### src/rtl/jtframe_rom_2slots.sv
// Two ROM clients share one SDRAM read port through one-word (32-bit) caches and round-robin refills.
// Define JTFRAME_ROM_TIMEOUT_EN to drop a read whose data has not arrived 255 cycles after the ack.
module jtframe_rom_2slots #(
  parameter int          SLOT0_AW     = 17,
  parameter int          SLOT0_DW     = 8,
  parameter logic [21:0] SLOT0_OFFSET = 22'h0,
  parameter int          SLOT1_AW     = 15,
  parameter int          SLOT1_DW     = 16,
  parameter logic [21:0] SLOT1_OFFSET = 22'h10_0000
) (
  input  logic                clk_rom,
  input  logic                rst_n,
  input  logic                downloading,
  input  logic                slot0_cs,
  input  logic [SLOT0_AW-1:0] slot0_addr,
  output logic [SLOT0_DW-1:0] slot0_dout,
  output logic                slot0_ok,
  input  logic                slot1_cs,
  input  logic [SLOT1_AW-1:0] slot1_addr,
  output logic [SLOT1_DW-1:0] slot1_dout,
  output logic                slot1_ok,
  output logic                sdram_req,
  input  logic                sdram_ack,
  output logic [21:0]         sdram_addr,
  input  logic [31:0]         data_read,
  input  logic                data_rdy
);

  localparam int TW0 = (SLOT0_DW == 8) ? SLOT0_AW - 2 : SLOT0_AW - 1;
  localparam int TW1 = (SLOT1_DW == 8) ? SLOT1_AW - 2 : SLOT1_AW - 1;

  typedef enum logic [1:0] {IDLE, WAIT_ACK, WAIT_RDY} state_t;
  state_t state_reg, state_next;

  logic [TW0-1:0] cur_tag0, tag0_reg, req_tag0_reg;
  logic [TW1-1:0] cur_tag1, tag1_reg, req_tag1_reg;
  logic [31:0]    cache0_reg, cache1_reg;
  logic           valid0_reg, valid1_reg;
  logic           last_reg, sel_reg;
  logic [21:0]    base0, base1;
  logic           hit0, hit1, miss0, miss1;
  logic           pick, issue, fill, timeout;

  assign cur_tag0 = slot0_addr[SLOT0_AW-1 -: TW0];
  assign cur_tag1 = slot1_addr[SLOT1_AW-1 -: TW1];

  // The cache line is always an even 16-bit word pair; the sum wraps at 22 bits.
  assign base0 = SLOT0_OFFSET + 22'({cur_tag0, 1'b0});
  assign base1 = SLOT1_OFFSET + 22'({cur_tag1, 1'b0});

  assign hit0  = valid0_reg && (tag0_reg == cur_tag0);
  assign hit1  = valid1_reg && (tag1_reg == cur_tag1);
  assign miss0 = slot0_cs && !hit0 && !downloading;
  assign miss1 = slot1_cs && !hit1 && !downloading;

  assign slot0_ok = slot0_cs && hit0 && !downloading;
  assign slot1_ok = slot1_cs && hit1 && !downloading;

  generate
    if (SLOT0_DW == 8) begin : g_slot0_byte
      assign slot0_dout = cache0_reg[{slot0_addr[1:0], 3'b000} +: 8];
    end else begin : g_slot0_half
      assign slot0_dout = cache0_reg[{slot0_addr[0], 4'b0000} +: 16];
    end
    if (SLOT1_DW == 8) begin : g_slot1_byte
      assign slot1_dout = cache1_reg[{slot1_addr[1:0], 3'b000} +: 8];
    end else begin : g_slot1_half
      assign slot1_dout = cache1_reg[{slot1_addr[0], 4'b0000} +: 16];
    end
  endgenerate

`ifdef JTFRAME_ROM_TIMEOUT_EN
  logic [7:0] wait_cnt_reg;

  // Held at zero outside WAIT_RDY so every wait starts counting from 0.
  always_ff @(posedge clk_rom or negedge rst_n) begin
    if (!rst_n) begin
      wait_cnt_reg <= 8'd0;
    end else if (state_reg != WAIT_RDY) begin
      wait_cnt_reg <= 8'd0;
    end else begin
      wait_cnt_reg <= wait_cnt_reg + 8'd1;
    end
  end

  assign timeout = (state_reg == WAIT_RDY) && (wait_cnt_reg == 8'hff);
`else
  assign timeout = 1'b0;
`endif

  always_ff @(posedge clk_rom or negedge rst_n) begin
    if (!rst_n) begin
      state_reg <= IDLE;
    end else begin
      state_reg <= state_next;
    end
  end

  always_comb begin
    state_next = state_reg;
    if (downloading) begin
      state_next = IDLE;
    end else begin
      case (state_reg)
        IDLE:     if (miss0 || miss1)      state_next = WAIT_ACK;
        WAIT_ACK: if (sdram_ack)           state_next = WAIT_RDY;
        WAIT_RDY: if (data_rdy || timeout) state_next = IDLE;
        default:                           state_next = IDLE;
      endcase
    end
  end

  always_comb begin
    sdram_req = (state_reg == WAIT_ACK) && !downloading;
    issue     = (state_reg == IDLE) && (miss0 || miss1);
    fill      = (state_reg == WAIT_RDY) && data_rdy && !downloading;
    // On a conflict the slot that was not served last wins.
    pick      = (miss0 && miss1) ? !last_reg : miss1;
  end

  always_ff @(posedge clk_rom or negedge rst_n) begin
    if (!rst_n) begin
      sdram_addr   <= 22'd0;
      sel_reg      <= 1'b0;
      last_reg     <= 1'b1;
      req_tag0_reg <= '0;
      req_tag1_reg <= '0;
      tag0_reg     <= '0;
      tag1_reg     <= '0;
      cache0_reg   <= 32'd0;
      cache1_reg   <= 32'd0;
      valid0_reg   <= 1'b0;
      valid1_reg   <= 1'b0;
    end else begin
      if (issue) begin
        sdram_addr   <= pick ? base1 : base0;
        sel_reg      <= pick;
        req_tag0_reg <= cur_tag0;
        req_tag1_reg <= cur_tag1;
      end
      if (downloading) begin
        valid0_reg <= 1'b0;
        valid1_reg <= 1'b0;
      end else if (fill) begin
        last_reg <= sel_reg;
        if (sel_reg) begin
          cache1_reg <= data_read;
          tag1_reg   <= req_tag1_reg;
          valid1_reg <= 1'b1;
        end else begin
          cache0_reg <= data_read;
          tag0_reg   <= req_tag0_reg;
          valid0_reg <= 1'b1;
        end
      end
    end
  end

endmodule

### config.mk
export PLATFORM = sky130hd
export DESIGN_NAME = jtframe_rom_2slots
export DESIGN_NICKNAME = d
export VERILOG_FILES = /design/src/rtl/jtframe_rom_2slots.sv
export SDC_FILE = /design/constraint.sdc
export NUM_CORES = 1
export LEC_CHECK = 0
export BUFFER_PORTS_ARGS = -buffer_cell sky130_fd_sc_hd__buf_2
export CAP_MARGIN = 5
export CORE_UTILIZATION = 33
export CTS_CLUSTER_SIZE = 20
export DETAILED_ROUTE_END_ITERATION = 7
export MAX_ROUTING_LAYER = met4
export PLACE_DENSITY = 0.64
export SLEW_MARGIN = 20
export SYNTH_ARGS = -nofsm -noshare
export SYNTH_HDL_FRONTEND = slang
export SYNTH_SLANG_ARGS = --single-unit
### constraint.sdc
create_clock -name clk_rom -period 3 [get_ports clk_rom]
set_clock_uncertainty 0.15 [all_clocks]
set_input_delay 0 -clock clk_rom [delete_from_list [all_inputs] [get_ports clk_rom]]
set_output_delay 0 -clock clk_rom [all_outputs]
set_load 0.03 [all_outputs]
=== After elaboration in Yosys (flattened, before gate mapping) ===
Index checks and enable logic that the tools add are counted.

* Input port bits: 71
* Register bits: 150
* Logic and storage cells: 67
* Output and inout bits: 49

* Bitwise gates (word level): 2
* $add $sub $neg: 1
* Shifts and indexed selects: 2
* Mux-type cells: 13
* Equality and inequality tests: 8
* Reductions and logical operators: 29

{| class="wikitable"
|+ Operators with widths
! operator !! number
|-
| $shiftx A32 B6 Y16 || 1
|-
| $shiftx A32 B6 Y8 || 1
|-
| $add A21 B15 Y22 const A || 1
|-
| $mux W22 || 1
|-
| $eq A15 B15 Y1 || 1
|-
| $logic_and A1 B1 Y1 || 15
|-
| $eq A14 B14 Y1 || 1
|-
| $ne A3 B3 Y1 const B || 3
|-
| $reduce_and A3 Y1 || 3
|-
| $mux W2 || 4
|-
| $mux W1 || 7
|-
| $pmux W2 S3 || 1
|-
| $reduce_and A2 Y1 || 3
|-
| $logic_not A1 Y1 || 4
|-
| $reduce_bool A2 Y1 || 2
|-
| $eq A2 B1 Y1 const B || 1
|-
| $eq A2 B2 Y1 const B || 1
|-
| $logic_not A2 Y1 || 1
|-
| $ne A2 B2 Y1 const B || 1
|-
| $not A1 Y1 || 2
|-
| $logic_or A1 B1 Y1 || 1
|}

=== Depth between registers and ports, before layout ===
* Word-level depth: 9
* Mapped depth: 7

=== Least setup slack after synthesis ===
Ideal clock, no wire load.

* Path kind: register to register
* From: register tag0_reg[13]
* To: register sdram_addr[10]
* Arrival: 2214 ps
* Stages on the path, launching flop included: 8
* Slack: 511 ps
* Period minus slack after synthesis: 2489 ps
* Buffers on the path: 1
* Cells stage by stage: dfrtp_1 -> xor2_1 -> nor4_1 -> nand4_1 -> a311oi_4 -> buf_6 -> mux2_4 -> mux2_4

* Cells in the longest elaborated chain, start to end: 8

{| class="wikitable"
|+ RTL lines
! element !! RTL line !! source
|-
| start, declared || 35 || <nowiki>logic [TW0-1:0] cur_tag0, tag0_reg, req_tag0_reg;</nowiki>
|-
| start signal, assigned || 152 || <nowiki>tag0_reg <= req_tag0_reg;</nowiki>
|-
| $eq A15 B15 Y1 (*) || 51 || <nowiki>assign hit0 = valid0_reg && (tag0_reg == cur_tag0);</nowiki>
|-
| $logic_and A1 B1 Y1 (*) || 51 ||
|-
| $logic_not A1 Y1 (*) || 53 || <nowiki>assign miss0 = slot0_cs && !hit0 && !downloading;</nowiki>
|-
| $logic_and A1 B1 Y1 (*) (2 in a row) || 53 ||
|-
| $logic_and A1 B1 Y1 || 118 || <nowiki>pick = (miss0 && miss1) ? !last_reg : miss1;</nowiki>
|-
| $mux W1 || 118 ||
|-
| $mux W22 || 136 || <nowiki>sdram_addr <= pick ? base1 : base0;</nowiki>
|-
| end signal, assigned || 136 ||
|-
| end, declared || 24 || <nowiki>output logic [21:0] sdram_addr,</nowiki>
|}

Mark *: on every way between the ends. The rest lies on a longest branch, timed or not.
A chain may end at the register's enable or synchronous reset.

=== Worst setup path in the final report ===
* From: register tag0_reg[14]
* To: register sdram_addr[4]

The elaborated chain is that of the path after synthesis.

==> impl_summary.log <==
INFO  metric worst_pin_slew = about 0.79 ns
INFO  metric timing.setup.critical_path_class = reg -> reg
INFO  metric first_pass_grt_wire_length = 22.8 mm
INFO  metric totalNegativeSetupSlack = 0 ns
INFO  metric clock_power_share = roughly a third
INFO  metric min_setup_slack_post_route = 0.246 ns
INFO  metric critPathCaptureType = flop
INFO  metric routed-via-count = between 3000 and 4000
INFO  metric yosys_warnings = 0
INFO  metric area_growth = 33.2%
INFO  metric grt_util_met3 = about 4.5%
INFO  metric worst_setup_path_startpoint = tag0_reg[14]
INFO  metric power_switching_share = 28.3%
INFO  metric cts-root-to-sink-buffers = 2
INFO  metric setup-violations-final = 0
INFO  metric post-route-period-util = 91.8%
INFO  metric pre_cts_slack = ~0.25 ns
INFO  metric post_cts.repair.setup_buffers = 0
INFO  metric gr-usage-all-layers = 15.3%
INFO  metric core_area = 0.0189 mm^2
INFO  metric power.density_cell_area = 769 mW/mm^2
INFO  metric count_of_input_and_output_buffers = roughly 110
INFO  metric timing.rr.start = tag0_reg[14]
INFO  metric post_synthesis_cell_area = 0.00643 mm^2
INFO  metric standard_cell_area_after_detailed_placement = 0.00728 mm^2
INFO  metric boundaryPins = 120
INFO  metric drc = 0
INFO  metric drive_gt1_share = 53.2%
INFO  metric synth_seq_area_share = 55.7%
INFO  metric die_w = 142 um
INFO  metric drt.antenna.violating_nets = 0
INFO  metric cts_buffers = 17
INFO  metric cts.root.buffer_cell = sky130_fd_sc_hd__clkbuf_16
INFO  metric yosys_most_used_dff = sky130_fd_sc_hd__dfrtp_1
INFO  metric rsz_0062_raised_after_global_routing = no
INFO  metric syn_avg_cell_area = ~16 um^2
INFO  metric via_count_of_the_first_global_routing_pass = 4406
INFO  metric share_of_flip_flops_with_an_asynchronous_set_or_reset = 100%
INFO  metric critical_path_peak_fanout = 10
INFO  metric via_per_inst = 4.57
INFO  metric antenna_violations_before_repair = 0
INFO  metric numClockSinks = 143
INFO  metric height_of_the_die = 142 um
INFO  metric insertedDiodeCount = 0
INFO  metric final-instance-count-excl-fill = 869
INFO  metric drv_slew = 0
INFO  metric cts_htree_levels = 4
INFO  metric netlist-cell-type-count = 37
INFO  metric clock.fmax = 363 MHz
INFO  metric arrival = between 2 and 3 ns
INFO  metric cap_viol_max_count = 0
INFO  metric worstPathRequired = 3.14 ns
INFO  metric grt.overflow.total = 0
INFO  metric drt-wirelength-per-cell = 16.2 um
INFO  metric timing.reg2reg.setup_slack = 0.25 ns
INFO  metric postLayoutCellArea = ~0.0086 mm^2
INFO  metric placed_cells = 773
INFO  metric grt_start_max_net_pins = 84
INFO  metric postLayoutCoreUtil = between 40% and 50%
INFO  metric worstSkewPairLatency = 0.41 ns
INFO  metric fin_crit = 2.75 ns
INFO  metric drt_iter0_markers = 98
INFO  metric comb_power_share = between 20 and 25%
INFO  metric final_hold_viol_count = 0
INFO  metric p_int = 4.72 mW
INFO  metric gp_routability_congestion = approximately 0.78
INFO  metric timing.slew.headroom = between 40% and 50%
INFO  metric netlist_instances = 414
INFO  metric drt_wl_total = 14.1 mm
INFO  metric synth_enable_flop_cells = 0
INFO  metric cts_tree = built
INFO  metric synth-seq-cells = 143
INFO  metric design.final.nets = 669
INFO  metric holdCritPathClass = in -> async
INFO  metric vdd_ir_drop_max = 0.000448 V
INFO  metric power_frac_seq = 42.0%
INFO  metric grt-busiest-layer = met2
INFO  metric floorplan.initialDensity = around a third
INFO  metric cts.clk_slew.worst_paths = ~0.060 ns
INFO  metric rows = 50
INFO  metric groute.layer.met2.usage = 25.0%
INFO  metric critPathLaunchType = flop
INFO  metric power_leakage = 4.09 nW
INFO  metric p_switching = 1.86 mW
INFO  metric dp_hpwl = 9.53 mm
INFO  metric drtPass1Iterations = 4
INFO  metric outcome = finished clean
INFO  metric grtUsageMet1 = 18.8%
INFO  metric fp.dieArea = approximately 0.020 mm^2
-- layer usage --
metal / vias to the layer above / wire [um]
li1: 1842 / -
met1: 2015 / 6410
met2: 107 / 6900
met3: 6 / 683
met4: 0 / 70
met5: - / 0
-- kinds of logic after synthesis --
| group | share of synthesized area [%] |
|---|---|
| AOI/OAI and AO/OA | 1.01 |
| xor gates and xnor gates | 3.95 |
| buffers and inverters | 2.69 |
| DFF | 55.7 |
| muxes | 33.2 |
| other | 0.0584 |
| and+or+nand+nor | 3.41 |
-- layout by cell type, fill, tap and decap left out, types with 2 or more instances in the layout --
cell type                       Yosys  layout
sky130_fd_sc_hd__clkinv_2           0       2
sky130_fd_sc_hd__buf_2              0     112
sky130_fd_sc_hd__nor4_1             6       6
sky130_fd_sc_hd__bufinv_16          0       4
sky130_fd_sc_hd__clkinvlp_4         0       2
sky130_fd_sc_hd__dlygate4sd3_1      0      66
sky130_fd_sc_hd__mux4_2             8       8
sky130_fd_sc_hd__nand4b_1           2       2
sky130_fd_sc_hd__dfrtp_1          142     142
sky130_fd_sc_hd__clkbuf_16          0      17
sky130_fd_sc_hd__mux2_2           143     143
sky130_fd_sc_hd__inv_1              3       3
sky130_fd_sc_hd__mux2_4            16      16
sky130_fd_sc_hd__nand2_1            3       3
sky130_fd_sc_hd__xnor2_1            7       7
sky130_fd_sc_hd__xor2_1            22      22
sky130_fd_sc_hd__buf_4              7       4
sky130_fd_sc_hd__buf_12             0       3
sky130_fd_sc_hd__nor2b_1            2       2
sky130_fd_sc_hd__mux2_1             9       9
sky130_fd_sc_hd__clkbuf_8           0       2
sky130_fd_sc_hd__nand4_1            4       4
sky130_fd_sc_hd__clkinv_4           0       2
sky130_fd_sc_hd__conb_1             1       6
-- layout make-up --
| class | instances | area [um^2] |
|---|---|---|
| Clock buffer | 20 | 457 |
| Clock inverter | 10 | 163 |
| Fill cell | 1699 | 10300 |
| Inverter | 3 | 11.3 |
| Multi-Input combinational cell | 247 | 2700 |
| Sequential cell | 143 | 3580 |
| Tap cell | 260 | 325 |
| Timing Repair Buffer | 186 | 1320 |
-- power by group through the flow --
stage          combinational (mW)  clock (mW)  sequential, mW
2_1_floorplan                1.04           0            2.84
3_3_place_gp                 1.51           0            2.76
3_5_place_dp                 1.55           0            2.80
4_1_cts                      1.63        2.26            2.77
5_1_grt                      1.72        2.34            2.84
6_report                     1.60        2.21            2.76
-- synth_stat cells (2+ instances only) --
master	number	area share, %
sky130_fd_sc_hd__buf_1	5	0.29
sky130_fd_sc_hd__buf_4	7	0.82
sky130_fd_sc_hd__buf_6	5	0.88
sky130_fd_sc_hd__clkbuf_1	9	0.53
sky130_fd_sc_hd__dfrtp_1	142	55
sky130_fd_sc_hd__inv_1	3	0.18
sky130_fd_sc_hd__mux2_1	9	1.6
sky130_fd_sc_hd__mux2_2	143	25
sky130_fd_sc_hd__mux2_4	16	3.7
sky130_fd_sc_hd__mux4_2	8	2.8
sky130_fd_sc_hd__nand2_1	3	0.18
sky130_fd_sc_hd__nand4_1	4	0.39
sky130_fd_sc_hd__nand4b_1	2	0.27
sky130_fd_sc_hd__nor2_1	2	0.12
sky130_fd_sc_hd__nor2b_1	2	0.19
sky130_fd_sc_hd__nor4_1	6	0.58
sky130_fd_sc_hd__xnor2_1	7	0.95
sky130_fd_sc_hd__xor2_1	22	3.0
-- stage by stage --
| stage | hold WS [ns] | power (mW) |
|---|---|---|
| 6_report | 0.0422 | 6.58 |
| 5_1_grt | 0.130 | 6.90 |
| 4_1_cts | 0.0970 | 6.65 |
| 3_5_place_dp | -0.0317 | 4.35 |
| 3_3_place_gp | -0.0463 | 4.27 |
| 2_1_floorplan | -0.446 | 3.88 |
-- path summary, 6_finish.rpt --
check                                    to  cells past startpoint
setup / recovery              sdram_addr[4]                      7
hold / removal                sdram_addr[7]                      2
setup reg to reg              sdram_addr[4]                      7
hold reg to reg            req_tag0_reg[13]                      1
max in group asynchronous    cache1_reg[19]                      3
min in group clk_rom         cache0_reg[25]                      3
-- critical path, cell delays in order, from the launching register on --
cell and delay (ns):
sky130_fd_sc_hd__dfrtp_1 0.39, sky130_fd_sc_hd__xor2_1 0.16, sky130_fd_sc_hd__nor4_1 0.40, sky130_fd_sc_hd__nand4_1 0.29
sky130_fd_sc_hd__a311oi_4 0.34, sky130_fd_sc_hd__buf_4 0.26, sky130_fd_sc_hd__mux2_2 0.35, sky130_fd_sc_hd__mux2_1 0.29
-- repair_timing --
action	in CTS	in global routing
hold buffers	66	0
resized for setup	0	0
hold endpoints to repair	195	0
(Power assumes the default switching activity.)
